File: src/rtl/imem_loader_pkg.sv
// Shared types and constants for the instruction-memory loader.
// States, word geometry and byte-lane width used by the FSM and the assembler.
package loader_pkg;

    typedef enum logic [1:0] {
        IDLE,
        COLLECT,
        WRITE,
        FINISH
    } state_t;

    localparam int BYTES_PER_WORD = 4;
    localparam int WORD_W         = 32;
    localparam int BYTE_W         = 8;

endpackage

File: src/rtl/imem_loader_if.sv
// Byte-stream input and instruction-memory write port of the loader.
// The loader is the master; the byte source / memory side is the slave.
interface imem_loader_if
    import loader_pkg::*;
#(
    parameter int ADDR_W = 3
);
    logic [BYTE_W-1:0] byte_in;
    logic              byte_valid;
    logic              byte_ready;
    logic              we;
    logic [ADDR_W-1:0] waddr;
    logic [WORD_W-1:0] wdata;

    modport master (
        input  byte_in,
        input  byte_valid,
        output byte_ready,
        output we,
        output waddr,
        output wdata
    );

    modport slave (
        output byte_in,
        output byte_valid,
        input  byte_ready,
        input  we,
        input  waddr,
        input  wdata
    );
endinterface

File: src/rtl/imem_loader_word_assembler.sv
// Packs accepted bytes big-endian into a word; the first byte of a word ends
// up in the most significant lane. Reports the lane index and word completion.
module word_assembler
    import loader_pkg::*;
(
    input  logic              clk,
    input  logic              rst,
    input  logic [BYTE_W-1:0] byte_in,
    input  logic              accept,
    output logic [1:0]        idx,
    output logic [WORD_W-1:0] word,
    output logic              word_complete
);
    // Only the older bytes need storage; the newest byte comes straight from byte_in.
    logic [WORD_W-BYTE_W-1:0] word_reg;
    logic [1:0]               idx_reg;

    genvar gi;
    generate
        for (gi = 0; gi < BYTES_PER_WORD; gi++) begin : g_lane
            if (gi == 0) begin : g_new
                assign word[BYTE_W-1:0] = byte_in;
            end else begin : g_old
                assign word[gi*BYTE_W +: BYTE_W] = word_reg[(gi-1)*BYTE_W +: BYTE_W];
            end
        end
    endgenerate

    assign idx           = idx_reg;
    assign word_complete = accept && (idx_reg == 2'(BYTES_PER_WORD - 1));

    always_ff @(posedge clk) begin
        if (rst) begin
            idx_reg  <= '0;
            word_reg <= '0;
        end else if (accept) begin
            idx_reg  <= idx_reg + 2'd1;
            word_reg <= word[WORD_W-BYTE_W-1:0];
        end
    end
endmodule

File: src/rtl/imem_loader.sv
// Fills the CPU instruction memory from a byte stream, holding the CPU in
// reset for the duration of the load.
module imem_loader
    import loader_pkg::*;
#(
    parameter int ADDR_W = 3
)(
    input  logic            clk,
    input  logic            rst,
    input  logic            start,
    input  logic [ADDR_W:0] word_count,
    imem_loader_if.master   bus,
    output logic            cpu_hold,
    output logic            busy,
    output logic            done,
    output logic            err
);
    localparam logic [ADDR_W:0] DEPTH = {1'b1, {ADDR_W{1'b0}}};

    state_t              state_reg;
    logic [ADDR_W-1:0]   addr_reg;
    logic [ADDR_W:0]     count_reg;
    logic                we_reg;
    logic [ADDR_W-1:0]   waddr_reg;
    logic [WORD_W-1:0]   wdata_reg;
    logic                cpu_hold_reg;
    logic                busy_reg;
    logic                done_reg;
    logic                err_reg;

    logic                accept;
    logic [1:0]          asm_idx;
    logic [WORD_W-1:0]   asm_word;
    logic                word_complete;
    logic                count_ok;
    logic                last_word;

    assign bus.byte_ready = (state_reg == COLLECT);
    assign accept         = bus.byte_valid && bus.byte_ready;
    assign count_ok       = (word_count != '0) && (word_count <= DEPTH);
    assign last_word      = ({1'b0, addr_reg} + (ADDR_W+1)'(1)) == count_reg;

    assign bus.we    = we_reg;
    assign bus.waddr = waddr_reg;
    assign bus.wdata = wdata_reg;
    assign cpu_hold  = cpu_hold_reg;
    assign busy      = busy_reg;
    assign done      = done_reg;
    assign err       = err_reg;

    word_assembler u_asm (
        .clk           (clk),
        .rst           (rst),
        .byte_in       (bus.byte_in),
        .accept        (accept),
        .idx           (asm_idx),
        .word          (asm_word),
        .word_complete (word_complete)
    );

    always_ff @(posedge clk) begin
        if (rst) begin
            state_reg    <= IDLE;
            addr_reg     <= '0;
            count_reg    <= '0;
            we_reg       <= 1'b0;
            waddr_reg    <= '0;
            wdata_reg    <= '0;
            cpu_hold_reg <= 1'b0;
            busy_reg     <= 1'b0;
            done_reg     <= 1'b0;
            err_reg      <= 1'b0;
        end else begin
            we_reg   <= 1'b0;
            done_reg <= 1'b0;
            err_reg  <= 1'b0;
            case (state_reg)
                IDLE: begin
                    // A load only begins on a word boundary of the assembler.
                    if (start && asm_idx == 2'd0) begin
                        if (count_ok) begin
                            count_reg    <= word_count;
                            addr_reg     <= '0;
                            cpu_hold_reg <= 1'b1;
                            busy_reg     <= 1'b1;
                            state_reg    <= COLLECT;
                        end else begin
                            err_reg <= 1'b1;
                        end
                    end
                end
                COLLECT: begin
                    if (word_complete) begin
                        we_reg    <= 1'b1;
                        waddr_reg <= addr_reg;
                        wdata_reg <= asm_word;
                        state_reg <= WRITE;
                    end
                end
                WRITE: begin
                    if (last_word) begin
                        done_reg  <= 1'b1;
                        state_reg <= FINISH;
                    end else begin
                        addr_reg  <= addr_reg + 1'b1;
                        state_reg <= COLLECT;
                    end
                end
                FINISH: begin
                    cpu_hold_reg <= 1'b0;
                    busy_reg     <= 1'b0;
                    state_reg    <= IDLE;
                end
                default: state_reg <= IDLE;
            endcase
        end
    end
endmodule
File: src/flat_wrapper.sv
// flat-port wrapper written by rule: the top's interface ports become plain ports
module imem_loader_flat import loader_pkg::*;
#(
    parameter int ADDR_W = 3
)
  (clk, rst, start, word_count, cpu_hold, busy, done, err, bus_byte_in, bus_byte_valid, bus_byte_ready, bus_we, bus_waddr, bus_wdata);
  imem_loader_if #(.ADDR_W(ADDR_W)) bus_i ();
  input  logic clk;
  input  logic rst;
  input  logic start;
  input  logic [ADDR_W:0] word_count;
  output logic cpu_hold;
  output logic busy;
  output logic done;
  output logic err;
  input wire logic [$bits(bus_i.byte_in)-1:0] bus_byte_in;
  input wire logic [$bits(bus_i.byte_valid)-1:0] bus_byte_valid;
  output wire logic [$bits(bus_i.byte_ready)-1:0] bus_byte_ready;
  output wire logic [$bits(bus_i.we)-1:0] bus_we;
  output wire logic [$bits(bus_i.waddr)-1:0] bus_waddr;
  output wire logic [$bits(bus_i.wdata)-1:0] bus_wdata;
  assign bus_i.byte_in = bus_byte_in;
  assign bus_i.byte_valid = bus_byte_valid;
  assign bus_byte_ready = bus_i.byte_ready;
  assign bus_we = bus_i.we;
  assign bus_waddr = bus_i.waddr;
  assign bus_wdata = bus_i.wdata;
  imem_loader #(.ADDR_W(ADDR_W)) u_core (.clk(clk), .rst(rst), .start(start), .word_count(word_count), .bus(bus_i), .cpu_hold(cpu_hold), .busy(busy), .done(done), .err(err));
endmodule
File: config.mk
export PLATFORM = sky130hd
export DESIGN_NAME = imem_loader_flat
export DESIGN_NICKNAME = d
export VERILOG_FILES = /design/src/rtl/imem_loader_pkg.sv /design/src/rtl/imem_loader_if.sv /design/src/rtl/imem_loader_word_assembler.sv /design/src/rtl/imem_loader.sv /design/src/flat_wrapper.sv
export SDC_FILE = /design/constraint.sdc
export NUM_CORES = 1
export LEC_CHECK = 0
export CAP_MARGIN = 20
export CELL_PAD_IN_SITES_DETAIL_PLACEMENT = 1
export CELL_PAD_IN_SITES_GLOBAL_PLACEMENT = 1
export CORE_ASPECT_RATIO = 1.1
export CORE_UTILIZATION = 37
export CTS_CLUSTER_SIZE = 30
export DETAILED_ROUTE_END_ITERATION = 8
export GPL_ROUTABILITY_DRIVEN = 0
export PLACE_DENSITY_LB_ADDON = 0.1
export SLEW_MARGIN = 20
export SYNTH_ARGS = -nofsm -noshare
export SYNTH_HDL_FRONTEND = slang
export SYNTH_SLANG_ARGS = --single-unit
File: constraint.sdc
create_clock -name clk -period 2.12 [get_ports clk]
set_input_delay 0.53 -clock clk [delete_from_list [all_inputs] [get_ports clk]]
set_output_delay 0.53 -clock clk [all_outputs]
set_load 0.01 [all_outputs]
# Yosys cells after proc, flatten, opt, wreduce, memory -nomap -nowiden
# Index checks and enable logic that the tools add are counted.
dict set report totals {
  reg_bits 74
  output_inout_bits 41
  word_cells 60
  input_bits 16
}
dict set report op_classes {
  bitwise 4
  magnitude_cmp 1
  n_reduce_logical 17
  n_addsub 3
  eq_ne 9
  n_mux 15
}
# cell n
set op_table {}
lappend op_table {{3-bit 2-to-1 mux} 3}
lappend op_table {{3-bit AND reduction} 3}
lappend op_table {{2-bit 2-to-1 mux} 4}
lappend op_table {{2-bit case mux with 4 select lines} 1}
lappend op_table {{2-bit == test, second input constant} 3}
lappend op_table {{3-bit case mux with 2 select lines} 1}
lappend op_table {{1-bit 2-to-1 mux} 5}
lappend op_table {{3-bit by 1-bit adder with 4-bit output, second input constant} 1}
lappend op_table {{4-bit == test} 1}
lappend op_table {{4-bit <= comparator, second input constant} 1}
lappend op_table {{1-bit logical AND} 4}
lappend op_table {{2-bit zero test} 2}
lappend op_table {{2-bit by 1-bit inequality test with 1-bit output, second input constant} 2}
lappend op_table {{2-bit inequality test, second input constant} 2}
lappend op_table {{1-bit inverter} 4}
lappend op_table {{4-bit AND reduction} 1}
lappend op_table {{2-bit nonzero test} 2}
lappend op_table {{4-bit nonzero test} 1}
lappend op_table {{2-bit OR reduction} 2}
lappend op_table {{3-bit by 1-bit adder with 3-bit output, second input constant} 1}
lappend op_table {{3-bit OR reduction} 1}
lappend op_table {{2-bit by 1-bit adder with 2-bit output, second input constant} 1}
lappend op_table {{2-bit by 1-bit == test with 1-bit output, second input constant} 1}
lappend op_table {{1-bit case mux with 2 select lines} 1}
lappend op_table {{2-bit AND reduction} 1}

# Depth between registers and ports, before layout
dict set report depth {
  ltp_word 5
  depth_mapped 8
  ltp_nobuf 7
}

# Hierarchy
# A second synthesis with hierarchy kept.
dict set report unflattened {
  hier_cells 309
  hier_area_um2 2852.7
}
# module n_inst area_per_inst_um2 cells_per_inst seq_area_each_um2
set modules_own_cells {}
lappend modules_own_cells {imem_loader 1 1829.3 215 960.9}
lappend modules_own_cells {word_assembler 1 1023.5 94 520.5}

# Least setup slack after synthesis
# OpenSTA, ideal clock, no wires.
dict set report synth_path {
  kind {input to register}
  startpoint {in word_count[0]}
  endpoint {reg u_core.addr_reg[1]}
  required_time_ns 2.004
  arrival_ns 1.637
  path_buffers 0
  setup_slack_ns 0.367
  setup_time_ns 0.116
  cell_stages 4
  cell_sequence {or4_4 > a31oi_4 > a211oi_4 > a41o_2}
}
dict set report synth_between {
  elab_chain_cells 4
  elab_cells_between_ends 5
  cone_classes {order compare: 1; eq/ne: 1; reduce/logical: 3}
}
# item line
set synth_lines {}
lappend synth_lines {{from (decl)} flat_wrapper.sv:11} ;# input logic [ADDR_W:0] word_count;
lappend synth_lines {{4-bit <= comparator / 4-bit nonzero test (equally long branches)} imem_loader.sv:40} ;# assign count_ok = (word_count != '0) && (word_count <= DEPTH);
lappend synth_lines {{1-bit logical AND *} imem_loader.sv:40}
lappend synth_lines {{2-bit by 1-bit inequality test with 1-bit output (no line) *} n/a}
lappend synth_lines {{4-bit AND reduction (no line) *} n/a}
lappend synth_lines {{to (signal assigned)} imem_loader.sv:105} ;# addr_reg <= addr_reg + 1'b1;
lappend synth_lines {{to (decl)} imem_loader.sv:21} ;# logic [ADDR_W-1:0] addr_reg;
# Every way passes the cells marked *; elsewhere a longest branch is shown, timed or not.
# A chain may end at the register's enable or synchronous reset.

# Worst setup path after layout
dict set report layout_path {
  startpoint {reg u_core.state_reg[0]}
  endpoint {out bus_byte_ready}
}
dict set report layout_between {
  elab_chain_cells 1
}
# item line
set layout_lines {}
lappend layout_lines {{from (decl)} imem_loader.sv:20} ;# state_t state_reg;
lappend layout_lines {{from (signal assigned)} imem_loader.sv:63} ;# state_reg <= IDLE;
lappend layout_lines {{from (signal assigned)} imem_loader.sv:86} ;# state_reg <= COLLECT;
lappend layout_lines {{from (signal assigned)} imem_loader.sv:97} ;# state_reg <= WRITE;
lappend layout_lines {{2-bit by 1-bit == test with 1-bit output} imem_loader.sv:38} ;# assign bus.byte_ready = (state_reg == COLLECT);
lappend layout_lines {{to (decl)} flat_wrapper.sv:18} ;# output wire logic [$bits(bus_i.byte_ready)-1:0] bus_byte_ready;
# No other way between the ends.

==> impl_summary.txt <==
----------------------------------------------------
[Clock tree]
  Hold buffer count at cts ... 0
  Number of buffers between clock root and the deepest sink ... 2
  Clock transition at path regs ... 0.07 ns
  CTS Buf Count ... 9
  Clock tree from TritonCTS ... built
  Buffers inserted during post-CTS setup optimization ... 0
  Clock sink count ... 74
  H-Tree Level Count ... 3
  Cell at the root of the clock tree ... sky130_fd_sc_hd__clkbuf_8
  Post-CTS Resized ... 1
  Worst-skew pair later-pin latency ... 0.33 ns

[Route]
  Final wirelength ... 6639 um
  First-pass iteration count of the detailed router ... 6
  Ratio of routed vias to standard cells ... 4.936
  Wire per inst ... 13.69 um
  Detailed-route via count ... 2394
  # DRC ... 0
  Count of nets left with antenna violations after detail routing ... 0
  Initial detailed-routing violation count ... 83

[Setup path]
  Critical Path Start ... u_core.state_reg[0]$_SDFFE_PP0P_
  Critical Path Start Type ... register
  Maximum fanout along the worst path ... 6
  Worst flop-to-flop path endpoint ... u_core.addr_reg[1]$_SDFFE_PP0P_
  Kind of critical path ... register to output port
  Crit path required time ... 1.59 ns
  WP data arrival ... 1.49 ns
  Cells on worst reg2reg path ... 5
  Setup slack on the worst flop-to-flop path ... 0.24 ns
  Crit end category ... output port
  Startpoint of the lowest-slack register-to-register path ... u_core.addr_reg[0]$_SDFFE_PP0P_

[Timing]
  Final Hold Vio Count ... 0
  Final hold slack ... 0.4387 ns
  Headroom to the max-slew limit ... 68.28%
  Setup repair after global routing missed its margin ... false
  Final Max Tran Viols ... 0
  Final setup violation count ... 0
  Worst-case clock skew ... 0.008360 ns
  Min cycle time layout ... 2.023 ns
  Final period util ... 95.42%
  Peak Freq ... 494.3 MHz
  Transition time of the tightest slew-check pin ... 0.4718 ns

[Hold path]
  Worst hold stages ... 2
  Terminating pin of the worst hold path ... u_core.addr_reg[0]$_SDFFE_PP0P_
  Hold crit path type ... input pin to register
  Critical hold path startpoint ... rst

[Placement]
  Hpwl dp ... 4553 um
  Placed Area ... 3456 um^2
  Port bufs ... 56

[Power]
  Peak supply drop ... 0.3380 mV
  Leakage dissipation ... 1.262 nW
  Power density relative to cell area ... 730.8 nW/um^2

[Synth]
  Number of synthesized flops with an enable pin ... 0
  Synth Flop Type ... sky130_fd_sc_hd__dfxtp_1
  Register area share after synthesis ... 52.95%
  Flops & latches, synth ... 74
  Ranking of synthesized cells by area ... sky130_fd_sc_hd__dfxtp_1, sky130_fd_sc_hd__nand2_1, sky130_fd_sc_hd__a21oi_1, sky130_fd_sc_hd__nor2_1, sky130_fd_sc_hd__mux2i_1
  Post-Synthesis Cells ... 337
  Area of the mapped netlist ... 2798 um^2
  Mean cell area of the mapped netlist ... 8.302 um^2
  Warning count from the yosys run ... 0
  Share of synthesized registers carrying an async set or reset ... 0%
  Count of different cell masters after synthesis ... 34
  Proportion of netlist area held by the largest area contributor ... 52.95%
  Top cell type by total area after synthesis ... sky130_fd_sc_hd__dfxtp_1
  Syn nets ... 356

[Global route]
  Initial antenna violation count ... 0
  Vias in the first global route ... 2406
  GR Overflow Total ... 0
  Wire length of the first global-routing pass ... 11350 um
  Largest net degree at the start of global routing ... 43
  Total global routing track utilization ... 18.35%

[Cells and area]
  Number of nets in the layout ... 414
  Most common cell after layout, fill and taps aside ... sky130_fd_sc_hd__nand2_1
  Share of final-layout standard cells stronger than drive strength 1 ... 10.00%
  Most frequent cells in the layout ... sky130_fd_sc_hd__nand2_1, sky130_fd_sc_hd__dfxtp_1, sky130_fd_sc_hd__a21oi_1
  Flip-flop count of the largest register, all copies and words added ... 32
  Core utilization of the finished layout ... 50.98%
  Count of fill cells added during filler insertion ... 870
  Area grow syn2layout ... 30.59%
  Diodes inserted ... 0
  Post-route cell area ... 3654 um^2

[Floorplan]
  Floorplan die area ... 7914 um^2
  Top-level port count ... 57
  Standard-cell rows ... 32
  Core Region ... 7167 um^2
  Die extent in y ... 93.20 um
  Starting utilization of the core area ... 39.04%
  Chip width ... 84.91 um

[Job]
  Number of maximum-capacitance constraint violations ... 0

[Outcome]
  Outcome ... finished clean

----------------------------------------------------
==> cell usage after synthesis (2+ instances only) <==
master	instances
sky130_fd_sc_hd__nand2_1	126
sky130_fd_sc_hd__ha_1	3
sky130_fd_sc_hd__dfxtp_1	74
sky130_fd_sc_hd__buf_4	4
sky130_fd_sc_hd__and3_1	2
sky130_fd_sc_hd__clkbuf_1	10
sky130_fd_sc_hd__nor3_1	2
sky130_fd_sc_hd__o21ai_0	2
sky130_fd_sc_hd__nor2_1	11
sky130_fd_sc_hd__a21oi_1	63
sky130_fd_sc_hd__xnor2_1	2
sky130_fd_sc_hd__xor2_1	2
sky130_fd_sc_hd__mux2i_1	4
sky130_fd_sc_hd__buf_2	7
sky130_fd_sc_hd__inv_1	4
sky130_fd_sc_hd__and2_1	3
==> layout make-up <==
class                           count  area, um^2  area share (%)
Clock buffer                       11       141.4           3.870
Clock inverter                      5       53.80           1.473
Inverter                            4       15.01          0.4110
Multi-Input combinational cell    237        1187           32.50
Sequential cell                    74        1484           40.62
Tap cell                           85       106.4           2.911
Timing Repair Buffer               69       665.6           18.22
==> cell families (layout without fill, tap and decap cells) <==
kind of cell / after synthesis / count (layout) / share of synthesized area [%]
buffers and inverters: 26 / 89 / 4.606
adders and majority gates: 3 / 3 / 1.342
muxes: 4 / 4 / 1.431
DFF: 74 / 74 / 52.95
and+or+nand+nor: 153 / 153 / 22.76
xor gates and xnor gates: 5 / 5 / 2.102
AOI/OAI and AO/OA: 72 / 72 / 14.80
==> power breakdown <==
group          switching, W  leakage (nW)  total [W]  internal, W
Combinational     0.0000916         0.561   0.000170    0.0000786
Sequential        0.0000145         0.598    0.00142      0.00141
Clock              0.000507         0.103    0.00108     0.000573
Total              0.000613          1.26    0.00267      0.00206
==> worst max-delay path, stage by stage (launching register included) <==
cell and delay [ns]:
sky130_fd_sc_hd__dfxtp_2 0.40, sky130_fd_sc_hd__nor2b_4 0.21, sky130_fd_sc_hd__clkdlybuf4s50_1 0.55
==> how the worst max path moves through the flow <==
stage,slack [ns],to
floorplan,0.37,u_core.addr_reg[1]$_SDFFE_PP0P_
global placement,-0.16,u_core.addr_reg[2]$_SDFFE_PP0P_
detailed placement,-0.24,u_core.addr_reg[2]$_SDFFE_PP0P_
CTS,0.05,bus_byte_ready
global route,0.02,bus_byte_ready
finish,0.1,bus_byte_ready
==> metrics by stage <==
| step | setup slack [ns] | std cells | power, W | setup TNS [ns] |
|---|---|---|---|---|
| 4_1_cts | 0.04707 | 485 | 0.002709 | 0 |
| 2_1_floorplan | 0.3671 | 337 | 0.001544 | 0 |
| 5_1_grt | 0.02094 | 485 | 0.002783 | 0 |
| 6_report | 0.09713 | 485 | 0.002670 | 0 |
| 3_5_place_dp | -0.2358 | 469 | 0.001624 | -1.295 |
| 3_3_place_gp | -0.1612 | 469 | 0.001619 | -0.7938 |
==> routing by layer <==
layer  wire length (um)  part of all wire (%)  track usage (%)  up-vias
met5                  0                     0                0        -
met4                116                   1.7            7.486        0
met3                199                   3.0            4.943       10
met2               3150                    47            30.62       40
met1               3173                    48            22.45     1134
li1                   -                     -                -     1210
(Power assumes the default switching activity.)
